$ cat src/rtl/cube_pkg.sv
// cube_pkg: shared definitions for the move sequencer codebase slice.
//   - game state encodings (SET / SCRAMBLING / SCRAMBLED)
//   - move op codes (0-5 face turns, 6 horizontal rotation, 7 vertical rotation)
//   - move_t: one move command {op, dir}
//   - rand_face(): folds a random 3-bit value onto the six faces
package cube_pkg;

   typedef enum logic [1:0] {
      ST_SET        = 2'd0,
      ST_SCRAMBLING = 2'd1,
      ST_SCRAMBLED  = 2'd2
   } state_e;

   localparam logic [2:0] OP_HROT   = 3'd6;
   localparam logic [2:0] OP_VROT   = 3'd7;
   localparam int         NUM_FACES = 6;
   localparam logic       DIR_CW    = 1'b1;

   typedef struct packed {
      logic [2:0] op;
      logic       dir;
   } move_t;

   // Values 6 and 7 have no face; fold them back onto faces 0 and 1.
   function automatic logic [2:0] rand_face(input logic [2:0] r);
      logic [2:0] f;
      if (r >= 3'(NUM_FACES)) begin
         f = r - 3'(NUM_FACES);
      end else begin
         f = r;
      end
      return f;
   endfunction

endpackage

$ cat src/rtl/move_sequencer_if.sv
// move_sequencer_if: valid/ready move command channel.
//   move_valid : move_op/move_dir are valid (driven by master)
//   move_ready : downstream accepts a move this cycle (driven by slave)
//   move_op    : 0-5 face turn, 6 hrot, 7 vrot
//   move_dir   : 1 = clockwise
interface move_sequencer_if;
   logic       move_valid;
   logic       move_ready;
   logic [2:0] move_op;
   logic       move_dir;

   modport master (output move_valid, output move_op, output move_dir, input move_ready);
   modport slave  (input move_valid, input move_op, input move_dir, output move_ready);
endinterface

$ cat src/rtl/move_slot.sv
// move_slot: output register plus a one-entry holding slot for the move channel.
//   clk, rst      : clock, synchronous active-high reset
//   req_valid_i   : a new request is offered this cycle
//   req_i         : the offered move
//   out_ready_i   : downstream ready
//   out_valid_o   : output register holds a valid move
//   out_o         : output move (stable while valid and not accepted)
//   slot_full_o   : holding slot occupied
// A request is taken into the output when it is free (or being emptied and
// the slot is empty), into the slot when the output is stalled, else dropped.
module move_slot
   import cube_pkg::*;
(
   input  logic  clk,
   input  logic  rst,
   input  logic  req_valid_i,
   input  move_t req_i,
   input  logic  out_ready_i,
   output logic  out_valid_o,
   output move_t out_o,
   output logic  slot_full_o
);

   logic  out_valid_q;
   move_t out_q;
   logic  slot_full_q;
   move_t slot_q;

   assign out_valid_o = out_valid_q;
   assign out_o       = out_q;
   assign slot_full_o = slot_full_q;

   // Output/slot register update following the valid/ready rules.
   always_ff @(posedge clk) begin
      if (rst) begin
         out_valid_q <= 1'b0;
         out_q       <= '0;
         slot_full_q <= 1'b0;
         slot_q      <= '0;
      end else if (!out_valid_q || out_ready_i) begin
         // Output is free or being accepted: refill it, slot first (no bubble).
         if (slot_full_q) begin
            out_q       <= slot_q;
            out_valid_q <= 1'b1;
            slot_full_q <= req_valid_i;
            if (req_valid_i) begin
               slot_q <= req_i;
            end
         end else if (req_valid_i) begin
            out_q       <= req_i;
            out_valid_q <= 1'b1;
         end else begin
            out_valid_q <= 1'b0;
         end
      end else if (req_valid_i && !slot_full_q) begin
         slot_q      <= req_i;
         slot_full_q <= 1'b1;
      end
   end

endmodule

$ cat src/rtl/move_sequencer.sv
// move_sequencer: merges button pulses, switches and LFSR values into one
// valid/ready stream of cube moves and owns the game state and move counter.
//   clk             : system clock
//   btn_reset       : synchronous active-high reset
//   sw[7:0]         : sw[2:0] face for cw/ccw, sw[7] scramble request
//   is_*_posedge    : one-cycle button pulses (cw, ccw, hrot, vrot)
//   randclk         : slow scramble tick, sampled as data
//   rand_num[3:0]   : LFSR nibble ([2:0] face, [3] dir)
//   mv              : move channel (master side)
//   state[1:0]      : 0 SET, 1 SCRAMBLING, 2 SCRAMBLED
//   move_count      : face turns since the scramble completed (saturating)
// Optional: define MOVE_SEQ_NO_UNDO_EN to turn a random move that would undo
// the previous scramble move into a repeat of it.
module move_sequencer
   import cube_pkg::*;
#(
   parameter int SCRAMBLE_LEN = 25,
   parameter int COUNT_W      = 13
)(
   input  logic               clk,
   input  logic               btn_reset,
   input  logic [7:0]         sw,
   input  logic               is_cw_posedge,
   input  logic               is_ccw_posedge,
   input  logic               is_hrot_posedge,
   input  logic               is_vrot_posedge,
   input  logic               randclk,
   input  logic [3:0]         rand_num,
   move_sequencer_if.master   mv,
   output logic [1:0]         state,
   output logic [COUNT_W-1:0] move_count
);

   localparam logic [7:0]         SCR_LAST = 8'(SCRAMBLE_LEN - 1);
   localparam logic [COUNT_W-1:0] CNT_MAX  = '1;
   localparam logic [COUNT_W-1:0] CNT_ONE  = {{(COUNT_W-1){1'b0}}, 1'b1};

   state_e             state_q;
   logic [7:0]         scr_cnt_q;
   logic [COUNT_W-1:0] move_count_q;
   logic               rc_q;

   logic       req_valid_s;
   move_t      req_s;
   move_t      out_s;
   logic       slot_full_s;
   logic       busy_s;
   logic       xfer_s;
   logic       rc_rise_s;
   logic       go_scr_s;
   logic [2:0] rand_face_s;
   logic       rand_dir_s;
   logic       unused_s;

`ifdef MOVE_SEQ_NO_UNDO_EN
   move_t prev_q;
   logic  prev_valid_q;
`endif

   assign unused_s   = ^sw[6:3];
   assign busy_s     = mv.move_valid | slot_full_s;
   assign xfer_s     = mv.move_valid & mv.move_ready;
   assign rc_rise_s  = randclk & ~rc_q;
   assign go_scr_s   = (state_q == ST_SET) && sw[7] && !busy_s && !req_valid_s;
   assign mv.move_op  = out_s.op;
   assign mv.move_dir = out_s.dir;
   assign state      = state_q;
   assign move_count = move_count_q;

   // Request generation: button arbitration or random scramble move.
   always_comb begin
      req_valid_s = 1'b0;
      req_s       = '0;
      rand_face_s = rand_face(rand_num[2:0]);
      rand_dir_s  = rand_num[3];
`ifdef MOVE_SEQ_NO_UNDO_EN
      if (prev_valid_q && (prev_q.op == rand_face_s) && (prev_q.dir != rand_dir_s)) begin
         rand_dir_s = prev_q.dir;
      end else begin
         rand_dir_s = rand_num[3];
      end
`endif
      case (state_q)
         ST_SET, ST_SCRAMBLED: begin
            // cw wins even if its face is invalid; the lower-priority pulses are lost.
            if (is_cw_posedge) begin
               req_valid_s = (sw[2:0] < 3'(NUM_FACES));
               req_s       = '{op: sw[2:0], dir: DIR_CW};
            end else if (is_ccw_posedge) begin
               req_valid_s = (sw[2:0] < 3'(NUM_FACES));
               req_s       = '{op: sw[2:0], dir: ~DIR_CW};
            end else if (is_hrot_posedge) begin
               req_valid_s = 1'b1;
               req_s       = '{op: OP_HROT, dir: DIR_CW};
            end else if (is_vrot_posedge) begin
               req_valid_s = 1'b1;
               req_s       = '{op: OP_VROT, dir: DIR_CW};
            end else begin
               req_valid_s = 1'b0;
            end
         end
         ST_SCRAMBLING: begin
            // A tick while anything is outstanding is skipped, never queued.
            if (rc_rise_s && !busy_s) begin
               req_valid_s = 1'b1;
               req_s       = '{op: rand_face_s, dir: rand_dir_s};
            end else begin
               req_valid_s = 1'b0;
            end
         end
         default: begin
            req_valid_s = 1'b0;
         end
      endcase
   end

   move_slot u_slot (
      .clk         (clk),
      .rst         (btn_reset),
      .req_valid_i (req_valid_s),
      .req_i       (req_s),
      .out_ready_i (mv.move_ready),
      .out_valid_o (mv.move_valid),
      .out_o       (out_s),
      .slot_full_o (slot_full_s)
   );

   // Game state FSM, scramble counter and user move counter.
   always_ff @(posedge clk) begin
      if (btn_reset) begin
         state_q      <= ST_SET;
         scr_cnt_q    <= 8'd0;
         move_count_q <= '0;
         rc_q         <= 1'b0;
      end else begin
         rc_q <= randclk;
         case (state_q)
            ST_SET: begin
               if (go_scr_s) begin
                  state_q   <= ST_SCRAMBLING;
                  scr_cnt_q <= 8'd0;
               end
            end
            ST_SCRAMBLING: begin
               if (xfer_s) begin
                  scr_cnt_q <= scr_cnt_q + 8'd1;
                  if (scr_cnt_q == SCR_LAST) begin
                     state_q      <= ST_SCRAMBLED;
                     move_count_q <= '0;
                  end
               end
            end
            ST_SCRAMBLED: begin
               if (xfer_s && (mv.move_op < OP_HROT) && (move_count_q != CNT_MAX)) begin
                  move_count_q <= move_count_q + CNT_ONE;
               end
            end
            default: begin
               state_q <= ST_SET;
            end
         endcase
      end
   end

`ifdef MOVE_SEQ_NO_UNDO_EN
   // Remember the last issued scramble move; forgotten at reset and scramble start.
   always_ff @(posedge clk) begin
      if (btn_reset || go_scr_s) begin
         prev_valid_q <= 1'b0;
         prev_q       <= '0;
      end else if ((state_q == ST_SCRAMBLING) && req_valid_s) begin
         prev_valid_q <= 1'b1;
         prev_q       <= req_s;
      end
   end
`endif

endmodule

$ cat src/flat_wrapper.sv
// flat-port wrapper written by rule: the top's interface ports become plain ports
module move_sequencer_flat import cube_pkg::*;
#(
   parameter int SCRAMBLE_LEN = 25,
   parameter int COUNT_W      = 13
)
  (clk, btn_reset, sw, is_cw_posedge, is_ccw_posedge, is_hrot_posedge, is_vrot_posedge, randclk, rand_num, state, move_count, mv_move_valid, mv_move_op, mv_move_dir, mv_move_ready);
  move_sequencer_if mv_i ();
  input  logic clk;
  input  logic btn_reset;
  input  logic [7:0] sw;
  input  logic is_cw_posedge;
  input  logic is_ccw_posedge;
  input  logic is_hrot_posedge;
  input  logic is_vrot_posedge;
  input  logic randclk;
  input  logic [3:0] rand_num;
  output logic [1:0] state;
  output logic [COUNT_W-1:0] move_count;
  output wire logic [$bits(mv_i.move_valid)-1:0] mv_move_valid;
  output wire logic [$bits(mv_i.move_op)-1:0] mv_move_op;
  output wire logic [$bits(mv_i.move_dir)-1:0] mv_move_dir;
  input wire logic [$bits(mv_i.move_ready)-1:0] mv_move_ready;
  assign mv_move_valid = mv_i.move_valid;
  assign mv_move_op = mv_i.move_op;
  assign mv_move_dir = mv_i.move_dir;
  assign mv_i.move_ready = mv_move_ready;
  move_sequencer #(.SCRAMBLE_LEN(SCRAMBLE_LEN), .COUNT_W(COUNT_W)) u_core (.clk(clk), .btn_reset(btn_reset), .sw(sw), .is_cw_posedge(is_cw_posedge), .is_ccw_posedge(is_ccw_posedge), .is_hrot_posedge(is_hrot_posedge), .is_vrot_posedge(is_vrot_posedge), .randclk(randclk), .rand_num(rand_num), .mv(mv_i), .state(state), .move_count(move_count));
endmodule
$ cat config.mk
export PLATFORM = sky130hd
export DESIGN_NAME = move_sequencer_flat
export DESIGN_NICKNAME = d
export VERILOG_FILES = /design/src/rtl/cube_pkg.sv /design/src/rtl/move_sequencer_if.sv /design/src/rtl/move_slot.sv /design/src/rtl/move_sequencer.sv /design/src/flat_wrapper.sv
export SDC_FILE = /design/constraint.sdc
export NUM_CORES = 1
export LEC_CHECK = 0
export BUFFER_PORTS_ARGS = -buffer_cell sky130_fd_sc_hd__buf_2
export CAP_MARGIN = 20
export CORE_AREA = 2 2 85 87
export CTS_CLUSTER_DIAMETER = 50
export DETAILED_ROUTE_END_ITERATION = 12
export DIE_AREA = 0 0 87 89
export SYNTH_ARGS = -nofsm -noshare
export SYNTH_HDL_FRONTEND = slang
export SYNTH_SLANG_ARGS = --single-unit
export TNS_END_PERCENT = 100
$ cat constraint.sdc
create_clock -name clk -period 2.1 [get_ports clk]
set_clock_uncertainty 0.05 [all_clocks]
set_input_delay 0.21 -clock clk [delete_from_list [all_inputs] [get_ports clk]]
set_output_delay 0.21 -clock clk [all_outputs]
set_load 0.1 [all_outputs]
After elaboration in Yosys (flattened, before gate mapping). Index checks and enable logic that the tools add are counted.

Input port bits: 20. Flip-flop bits (word level): 34. Word-level logic and storage cells: 88. Output and inout port bits: 20.

Muxes and demuxes: 34. $lt $le $gt $ge: 3. Equality and inequality tests: 10. Add/subtract/negate cells: 3. Bitwise gates (word level): 5. Reductions and logical operators: 23.

Operator list (count): 4-bit two-way mux (10); 13-bit two-way mux (3); 13-bit case mux with 2 select lines (1); 8-bit two-way mux (2); 8-bit case mux with 2 select lines (1); 13-bit by 1-bit adder with 13-bit output, second input constant (1); 13-bit != test, second input constant (1); 1-bit two-way mux (10); 2-bit by 1-bit != test with 1-bit output, second input constant (5); 8-bit by 1-bit adder with 8-bit output, second input constant (1); 8-bit by 5-bit == test with 1-bit output, second input constant (1); 4-bit case mux with 2 select lines (1); 4-bit AND reduction (2); 2-bit nonzero test (4); 1-bit logical AND (7); 3-bit < comparator, second input constant (2); 2-bit two-way mux (3); 2-bit case mux with 3 select lines (1); 3-bit AND reduction (2); 1-bit zero test (4); 3-bit greater-or-equal comparator, second input constant (1); 3-bit two-way mux (1); 3-bit subtractor, second input constant (1); 1-bit AND (2); 10 further kinds (11).

Depth between registers and ports, before layout. Gate-level depths: netlist of the first run.

Depth after elaboration: 9. Depth in mapped cells: 7. Depth with buffers taken out: 6.

Hierarchy. Synthesis of the first run repeated with hierarchy kept, for this count alone.

Cell total of the unflattened synthesis: 205. Area, all modules: 1801.7 um2.

Modules (own cells, without submodules): move_sequencer (area each 1296.2 um2, cells each 156, times used 1, sequential area each 480.5 um2); move_slot (area each 505.5 um2, cells each 49, times used 1, sequential area each 200.2 um2).

Worst setup path after synthesis of the first run. OpenSTA, ideal clock, no wires.

Kind: flip-flop to flip-flop. Start point: register u_core.move_count_q[0] (netlist: u_core.move_count[0]). End point: register u_core.move_count_q[10] (netlist: u_core.move_count[10]). Arrival time: 2.331 ns. Path slack: -0.352 ns. Library setup time: 0.070 ns. Cell stages (with the launch flop): 6. Path through: dfxtp_1 > ha_1 > nand4_1 > a211o_1 > or4_1 > a21oi_1.

Longest elaborated chain between the ends: 4. Elaborated cells between the ends (all ways): 7.

RTL lines: start, declared (RTL line move_sequencer.sv:40) `logic [COUNT_W-1:0] move_count_q;`; start signal, assigned (RTL line move_sequencer.sv:155) `move_count_q <= move_count_q + CNT_ONE;`; branches (longest 4 deep; another with 13-bit by 1-bit adder with 13-bit output).

Parallel ways; which one is timed is not known. The select of a mux whose other input is x is not followed. A chain may end at the register's enable or synchronous reset.

Worst setup path after layout of the first run.
Start point: register u_core.move_count_q[0] (netlist: u_core.move_count[0]). End point: register u_core.move_count_q[4] (netlist: u_core.move_count[4]).

Same word-level chain as after synthesis.

==> out/results.ini, run 1 <==
[global_routing]
grt-ovfl-total = 0
grt_usage_pct = 13.2
grt_pass1_vias = 1810
antenna_found_initial = 0
grt_first_pass_wirelength_um = 8120
grt_max_degree = 15

[power]
p_leak_nw = 0.846
power_mw = 1.50
ir_worst_vdd_uv = 208
power_density_nw_per_um2 = 645

[critical_path]
start_kind = flip-flop
worstPathArrival_ns = 2.03
crit_fanout = 13
worst-path-buf-inv = 0
cpMaxStageDelayCell = or4_1
cp-end-kind = flip-flop
required_ns = 2.27
timing_worst_setup_path_type = flip-flop to flip-flop
cp_cell_sequence = ha_1, and4_1, and4bb_2, or4_1, a21oi_1
critPathMaxStageDelay_ns = 0.48
cp_top_family = simple AND/OR/NAND/NOR gates

[place]
port_buffers = 35
hpwl_um = 3500
place_congestion = 0.825
dp.cells = 345

[detailed_routing]
first_iter_violations = 92
wirelength_um = 4670
drt-pass1-iter-count = 5
wire_per_inst_um = 13.2
antenna_left = 0
vias = 1881
drcViolationCount = 0
vias_per_cell = 5.33

[yosys]
ys.warnings.count = 0
syn_nets = 254
synth.top_cell.area_share_pct = 35.6
synth.avg_cell_area_um2 = 8.28
synthXorXnorAreaFrac_pct = 0.916
synth_top_family_by_area = simple AND/OR/NAND/NOR gates
syn-instance-count = 231
synth_seq_area_share_pct = 35.6
post_synth_instance_area_um2 = 1910
synth.largest_area_cell = dfxtp_1
synth_edf_count = 0
synth-seq-cells = 34
synthArstFlopShare_pct = 0
synth_compound_area_share_pct = 23.3
synth_fa_ha_area_share_pct = 1.96
ys_top_cells_by_area = dfxtp_1 36%, a21oi_1 5.8%, or4_1 4.3%
synth_cell_type_count = 47
synth-simple-area-share_pct = 30.6
synthFlopType = dfxtp_1
muxShareOfSynthArea_pct = 2.09

[timing]
rsz0062_at_grt = false
worst_pin_slew_ns = 0.700
relSlewSlack_pct = 52.8
setup_violations = 0
period_needed_ns = 1.85
finalSetupTns_ns = 0
finalHoldWorstSlack_ns = 0.110
slew_viol_final = 0
final_hold_viol_count = 0
fmax_mhz = 539
fin_crit_sh_pct = 88.3

[finish]
layout_commonest_cell = buf_2
syn_to_final_growth_pct = 21.8
layout_common_cells = 35 x buf_2, 22 x a21oi_1, 19 x dfxtp_1, 17 x inv_1, 15 x dfxtp_2
final_core_util_pct = 34.7
drive_above_1_share_pct = 26.4
antenna_cells = 0
nets = 295
instances_no_fill = 353

[clock_tree]
clkTransAtPathRegs_ns = 0.07
cts_max_level = 2
clk_latency_ns = 0.29
cts-buffers-inserted = 5
holdBufCountCts = 0
postCtsSetupRepairBufs = 0
clock_sinks = 34
post_cts_resized = 0
root_buffer = clkbuf_8
clockBufferDepth = 2
cts_tree = yes

[floorplan]
core_region_area_um2 = 6720
start_util_pct = 28.5
die-area_um2 = 7740
chipHeight_um = 89
ioPinCount = 40
fp-row-count = 30
die_w_um = 87

[job]
maxCapViolations = 0

[worst_hold_path]
hp-class = input pin to flip-flop

[run_status]
status = completed

==> metal layers <==
layer / global-route usage (%) / share of wire (%) / routed length [um] / up-vias
met2: 22.2 / 48 / 2230 / 22
met3: 2.86 / 3.0 / 141 / 6
li1: - / - / - / 971
met5: 0 / 0 / 0 / -
met1: 16.6 / 48 / 2220 / 882
met4: 4.83 / 1.5 / 69 / 0
==> final cells by class <==
type / count / area (um^2)
flip-flops and latches: 34 / 699
repair buffers: 43 / 248
multi-input cells: 171 / 1130
clock buffers: 7 / 86.3
fillers: 698 / 4390
well taps: 80 / 100
inverters: 17 / 63.8
clock inverters: 1 / 5.00
==> worst register-to-register path, delay by kind of cell, from the launching register on <==
kind	cells	cell delay, ns
fa+ha+maj	1	0.25
flops	1	0.34
compound gates	1	0.14
simple gates	3	1.01
==> logic make-up after synthesis <==
group,count (synthesis)
muxes,4
and+or+nand+nor,93
AOI/OAI and AO/OA,69
adders and majority gates,3
xor gates and xnor gates,2
buffers and inverters,26
DFF,34
==> synth_stat cells (2+ instances only) <==
library cell,instances
o31ai_1,9
o21ai_0,14
and3_1,2
nand2_1,14
nand3b_1,2
o41ai_1,2
a211oi_1,2
a21oi_1,22
dfxtp_1,34
or4b_2,3
o21bai_1,2
or4_1,11
and4b_1,2
nand4_1,2
o32ai_1,4
a31oi_1,3
and4_1,4
buf_4,2
nand4b_1,3
nand2b_1,5
a21o_1,2
clkbuf_1,7
nand3_1,9
mux2i_1,4
nor2b_1,4
ha_1,3
o2111ai_1,3
or3_1,4
nor2_1,9
nor3_1,7
inv_1,17
nor4_1,4
o21a_1,2
==> through the flow <==
stage          instance area (um^2)  worst slack [ns]
3_5_place_dp                   2240             0.234
3_3_place_gp                   2240             0.226
5_1_grt                        2330             0.111
4_1_cts                        2330             0.246
6_report                       2330             0.245
2_1_floorplan                  1930            0.0235
==> worst paths after layout <==
kind                                         from                              endpoint  slack, ns  cells past startpoint
max             u_core.move_count[0]$_SDFFE_PP0P_     u_core.move_count[4]$_SDFFE_PP0P_       0.25                      5
min                                       randclk                u_core.rc_q$_SDFF_PP0_       0.11                      2
max reg2reg     u_core.move_count[0]$_SDFFE_PP0P_     u_core.move_count[4]$_SDFFE_PP0P_       0.25                      5
min reg2reg  u_core.u_slot.slot_q[3]$_SDFFE_PP0P_  u_core.u_slot.slot_q[3]$_SDFFE_PP0P_       0.41                      2
==> registers in the layout (all words and copies together) (netlist names) <==
signal                     count
u_core.move_count             13
u_core.scr_cnt_q               8
u_core.u_slot.out_o            4
u_core.u_slot.slot_q           4
u_core.state                   2
u_core.rc_q                    1
u_core.u_slot.out_valid_o      1
u_core.u_slot.slot_full_o      1
==> where the power goes <==
group          total (mW)  switching [mW]  internal, mW
clock network       0.507           0.242         0.265
registers           0.691          0.0210         0.670
logic               0.305           0.214        0.0913
No activity file was read; power rests on OpenSTA's default activity.
==> inputs of run 2 (changes only) <==
Settings changed: CORE_AREA 2 2 85 87 to 2 2 83 85, DIE_AREA 0 0 87 89 to 0 0 85 87, RECOVER_POWER set to 25.
==> out/results.ini, run 2 (synthesis results as in run 1) <==
[timing]
fin_crit_sh_pct = 88.7
slew_viol_final = 0
setup_violations = 0
finalSetupTns_ns = 0
final_hold_viol_count = 0
fmax_mhz = 537
period_needed_ns = 1.86
worst_pin_slew_ns = 1.18
relSlewSlack_pct = 21.6
rsz0062_at_grt = false

[power]
power_density_nw_per_um2 = 634
p_leak_nw = 0.777
ir_worst_vdd_uv = 225

[detailed_routing]
antenna_left = 0
wl_met3_um = 129
vias_per_cell = 5.42
drt-pass1-iter-count = 4
first_iter_violations = 74
wirelength_um = 4660
met2_length_um = 2190
highest_layer = met4
vias = 1901
drcViolationCount = 0
wirelength_met1_um = 2250
wire_per_inst_um = 13.3

[place]
hpwl_um = 3490
place_congestion = 0.810
port_buffers = 35
dpl_cell_area_um2 = 2230

[clock_tree]
clock_sinks = 34
cts_tree = yes
clkTransAtPathRegs_ns = 0.07
postCtsSetupRepairBufs = 0
holdBufCountCts = 0
clk_latency_ns = 0.28
cts_max_level = 2
clockBufferDepth = 2
cts-buffers-inserted = 5
post_cts_resized = 0
root_buffer = clkbuf_8

[floorplan]
fp-row-count = 30
die_w_um = 85
core_region_area_um2 = 6570
chipHeight_um = 87
ioPinCount = 40
start_util_pct = 29.1
die-area_um2 = 7400

[finish]
syn_to_final_growth_pct = 19.8
antenna_cells = 0
drive_above_1_share_pct = 20.7
nFillCells = 698
fin_area_um2 = 2290
layout_common_cells = 22 x a21oi_1, 22 x buf_2, 19 x dfxtp_1, 17 x inv_1
largest_reg_flops = 13
nets = 294

[global_routing]
grt_usage_pct = 12.9
grt-ovfl-total = 0
grt_max_degree = 15
grt_pass1_vias = 1686
grt_first_pass_wirelength_um = 7760
antenna_found_initial = 0

[critical_path]
timing_worst_setup_path_type = flip-flop to flip-flop
crit_fanout = 13
required_ns = 2.26
cp-end-kind = flip-flop
start_kind = flip-flop
worstPathArrival_ns = 2.02

[worst_hold_path]
hp-class = input pin to flip-flop

[job]
maxCapViolations = 0

[run_status]
status = completed

==> run 2: changes by cell type in the layout (fill, tap and decap cells not counted) <==
cell	before	now
buf_2	35	22
buf_4	7	6
clkbuf_1	1	15
clkbuf_8	6	5
clkinv_2	1	0
==> run 2: metal layers <==
layer / track usage [%] / vias to the layer above
li1: - / 968
met1: 16.1 / 900
met2: 21.7 / 27
met3: 3.03 / 6
met4: 5.19 / 0
met5: 0 / -
==> run 2: final timing paths <==
check | startpoint | to | slack, ns | cells past startpoint
setup / recovery | u_core.move_count[0]$_SDFFE_PP0P_ | u_core.move_count[4]$_SDFFE_PP0P_ | 0.24 | 5
hold / removal | randclk | u_core.rc_q$_SDFF_PP0_ | 0.12 | 2
setup reg to reg | u_core.move_count[0]$_SDFFE_PP0P_ | u_core.move_count[4]$_SDFFE_PP0P_ | 0.24 | 5
hold reg to reg | u_core.u_slot.slot_q[2]$_SDFFE_PP0P_ | u_core.u_slot.slot_q[2]$_SDFFE_PP0P_ | 0.41 | 2
==> run 2: report_power, final <==
part	leakage (nW)	internal, mW	total [mW]	switching, mW
logic	0.455	0.0879	0.299	0.211
registers	0.283	0.670	0.694	0.0238
clock network	0.0383	0.228	0.460	0.232
total	0.777	0.986	1.45	0.466
==> run 2: area by class of cell <==
| class | instances | area [um^2] | area share [%] |
|---|---|---|---|
| multi-input combinational | 171 | 1130 | 49.2 |
| sequential | 34 | 699 | 30.5 |
| timing repair buffer | 42 | 224 | 9.78 |
| tap | 80 | 100 | 4.37 |
| clock buffer | 7 | 76.3 | 3.33 |
| inverter | 17 | 63.8 | 2.79 |
==> run 2: per-stage QoR <==
| stage | worst slack [ns] | utilization (%) | instances | hold WS (ns) | total power [mW] |
|---|---|---|---|---|---|
| after floorplan | 0.0235 | - | 231 | 0.288 | 0.932 |
| after global placement | 0.267 | 33.9 | 344 | 0.392 | 1.01 |
| after detailed placement | 0.249 | 33.9 | 344 | 0.405 | 1.01 |
| after CTS | 0.235 | 35.1 | 351 | 0.112 | 1.48 |
| after global routing | 0.112 | 34.9 | 351 | 0.135 | 1.52 |
| final | 0.238 | 34.9 | 351 | 0.118 | 1.45 |
==> run 2: critical path, cell delays in order, from the launching register on <==
cell and delay, ns:
dfxtp_2 0.34, ha_1 0.24, and4_1 0.23, and4bb_2 0.31
or4_1 0.48, a21oi_1 0.14
==> inputs of run 3 (changes only) <==
Settings changed: CAP_MARGIN 20 to unset, CORE_AREA 2 2 83 85 to 2 2 81 83, DIE_AREA 0 0 85 87 to 0 0 83 85, SYNTH_HIERARCHICAL set to 1.
==> out/results.ini, run 3 <==
[timing]
finalSetupTns_ns = 0
final_hold_viol_count = 0
slew_viol_final = 0
worst_pin_slew_ns = 1.19
setup_violations = 0
fmax_mhz = 555
fin_crit_sh_pct = 85.8
relSlewSlack_pct = 21.3
period_needed_ns = 1.80
rsz0062_at_grt = false

[detailed_routing]
wire_per_inst_um = 11.6
antenna_left = 0
vias_per_cell = 4.84
wirelength_um = 3710
first_iter_violations = 49
vias = 1545
drcViolationCount = 0
drt-pass1-iter-count = 6

[global_routing]
grt-ovfl-total = 0
grt_pass1_vias = 1350
antenna_found_initial = 0
grt_first_pass_wirelength_um = 6190
grt_max_degree = 20
grt_usage_pct = 10.8

[finish]
fin_area_um2 = 2130
nets = 265
layout_common_cells = 29 x nor2_1, 22 x buf_2, 20 x dfxtp_1, 17 x nand2_1
syn_to_final_growth_pct = 18.1
layout_commonest_cell = nor2_1
instances_no_fill = 319
drive_above_1_share_pct = 24.8
largest_reg_flops = 13
antenna_cells = 0

[clock_tree]
cts-buffers-inserted = 5
holdBufCountCts = 0
root_buffer = clkbuf_8
clockBufferDepth = 2
cts_tree = yes
cts_max_level = 2
clk_latency_ns = 0.29
post_cts_resized = 0
clock_sinks = 34
postCtsSetupRepairBufs = 0
clkTransAtPathRegs_ns = 0.07

[worst_hold_path]
hold-path-endpoint = u_core/rc_q$_SDFF_PP0_
hp-class = input pin to flip-flop
hold_path_depth = 2
hold_start = randclk

[floorplan]
chipHeight_um = 85
core_region_area_um2 = 6200
fp-row-count = 29
ioPinCount = 40
die-area_um2 = 7060
start_util_pct = 29.0
die_w_um = 83

[yosys]
yosys-top-cells-count = 34 x dfxtp_1, 29 x nor2_1, 17 x nand2_1
synthFlopType = dfxtp_1
synth-seq-cells = 34
synth_seq_area_share_pct = 37.8
synth.avg_cell_area_um2 = 8.79
ys.warnings.count = 6
synthArstFlopShare_pct = 0
yosysMostFrequentCell = dfxtp_1
syn_nets = 228
syn-instance-count = 205
ys_top_cells_by_area = dfxtp_1 38%, xor2_1 6.3%, nor2_1 6.0%
post_synth_instance_area_um2 = 1800
synth_cell_type_count = 43
synth.largest_area_cell = dfxtp_1
synth.top_cell.area_share_pct = 37.8
synth_edf_count = 0

[run_status]
status = completed

[critical_path]
r2r-start = u_core/state[0]$_SDFFE_PP0P_
cp_top_family = buffers and inverters
cp-end-kind = primary output
worstPathArrival_ns = 1.54
cpMaxStageDelayCell = clkbuf_1
r2r_cells = 6
ff2ff_setup_slack_ns = 0.34
start_kind = flip-flop
required_ns = 1.84
worst-path-buf-inv = 1
critPathMaxStageDelay_ns = 0.88
crit_fanout = 4
timing_worst_setup_path_type = flip-flop to primary output
cp_cell_sequence = clkbuf_1
r2r_end = u_core/u_slot/out_o[0]$_SDFFE_PP0P_

[place]
port_buffers = 35
dp.cells = 312
place_congestion = 0.690
hpwl_um = 2690
dpl_cell_area_um2 = 2060

[power]
power_density_nw_per_um2 = 668
power_mw = 1.42
ir_worst_vdd_uv = 325
p_leak_nw = 0.781

[job]
maxCapViolations = 0

==> run 3: changes by cell type in the layout (fill, tap and decap cells not counted), sizes merged, moves of 6 or more <==
cell / before / now
or4: 11 / 0
nor2: 9 / 29
o31ai: 9 / 0
nand2b: 5 / 11
nand4: 2 / 8
xor2: 1 / 13
inv: 17 / 3
a21oi: 22 / 14
nor3: 7 / 1
==> run 3: kinds of logic after synthesis <==
family	after synthesis	synth area share, %
adders and majority gates	3	2.08
muxes	9	5.00
xor gates and xnor gates	15	7.29
and+or+nand+nor	101	30.6
buffers and inverters	10	3.06
DFF	34	37.8
AOI/OAI and AO/OA	33	14.2
==> run 3: worst reg2reg max path, stage by stage, from the launching register on <==
cell	delay, ns
dfxtp_2	0.40
nor2b_1	0.25
and4b_1	0.25
a21o_1	0.16
or2_4	0.21
a21oi_1	0.10
a311oi_2	0.24
==> run 3: final cells by class <==
| type | count | area (um^2) |
|---|---|---|
| clock inverters | 2 | 10.0 |
| well taps | 77 | 96.3 |
| flip-flops and latches | 34 | 698 |
| inverters | 3 | 11.3 |
| repair buffers | 37 | 174 |
| multi-input cells | 161 | 1070 |
| fillers | 647 | 4080 |
| clock buffers | 5 | 68.8 |
==> run 3: per-layer routing <==
| layer | routed length, um | vias up | GRT usage [%] |
|---|---|---|---|
| met4 | 61 | 0 | 4.92 |
| li1 | - | 796 | - |
| met3 | 209 | 7 | 2.82 |
| met1 | 1880 | 700 | 14.4 |
| met2 | 1550 | 42 | 16.5 |
| met5 | 0 | - | 0 |
==> run 3: through the flow <==
stage                     setup slack (ns)  hold slack (ns)  utilization [%]
after floorplan                    0.00633            0.222                -
after global placement               0.255            0.387             33.2
after detailed placement             0.217            0.402             33.2
after CTS                            0.195            0.104             34.5
after global routing                 0.163            0.141             34.3
final                                0.298            0.109             34.3
==> run 3: where the power goes <==
part,internal (mW),switching [mW]
Clock,0.222,0.239
Sequential,0.670,0.0230
Combinational,0.0755,0.191
Total,0.967,0.453
==> run 3: worst max path at each step <==
stage / cells past startpoint / slack (ns) / to / start
6_report: 1 / 0.30 / move_count[0] / u_core/move_count[0]$_SDFFE_PP0P_
5_1_grt: 6 / 0.16 / u_core/u_slot/out_o[0]$_SDFFE_PP0P_ / u_core/state[0]$_SDFFE_PP0P_
4_1_cts: 6 / 0.20 / u_core/u_slot/out_o[3]$_SDFFE_PP0P_ / u_core/state[0]$_SDFFE_PP0P_
3_5_place_dp: 6 / 0.22 / u_core/u_slot/out_o[3]$_SDFFE_PP0P_ / u_core/state[0]$_SDFFE_PP0P_
3_3_place_gp: 6 / 0.25 / u_core/u_slot/out_o[0]$_SDFFE_PP0P_ / u_core/state[0]$_SDFFE_PP0P_
2_1_floorplan: 5 / 0.006 / u_core/move_count[9]$_SDFFE_PP0P_ / u_core/move_count[7]$_SDFFE_PP0P_
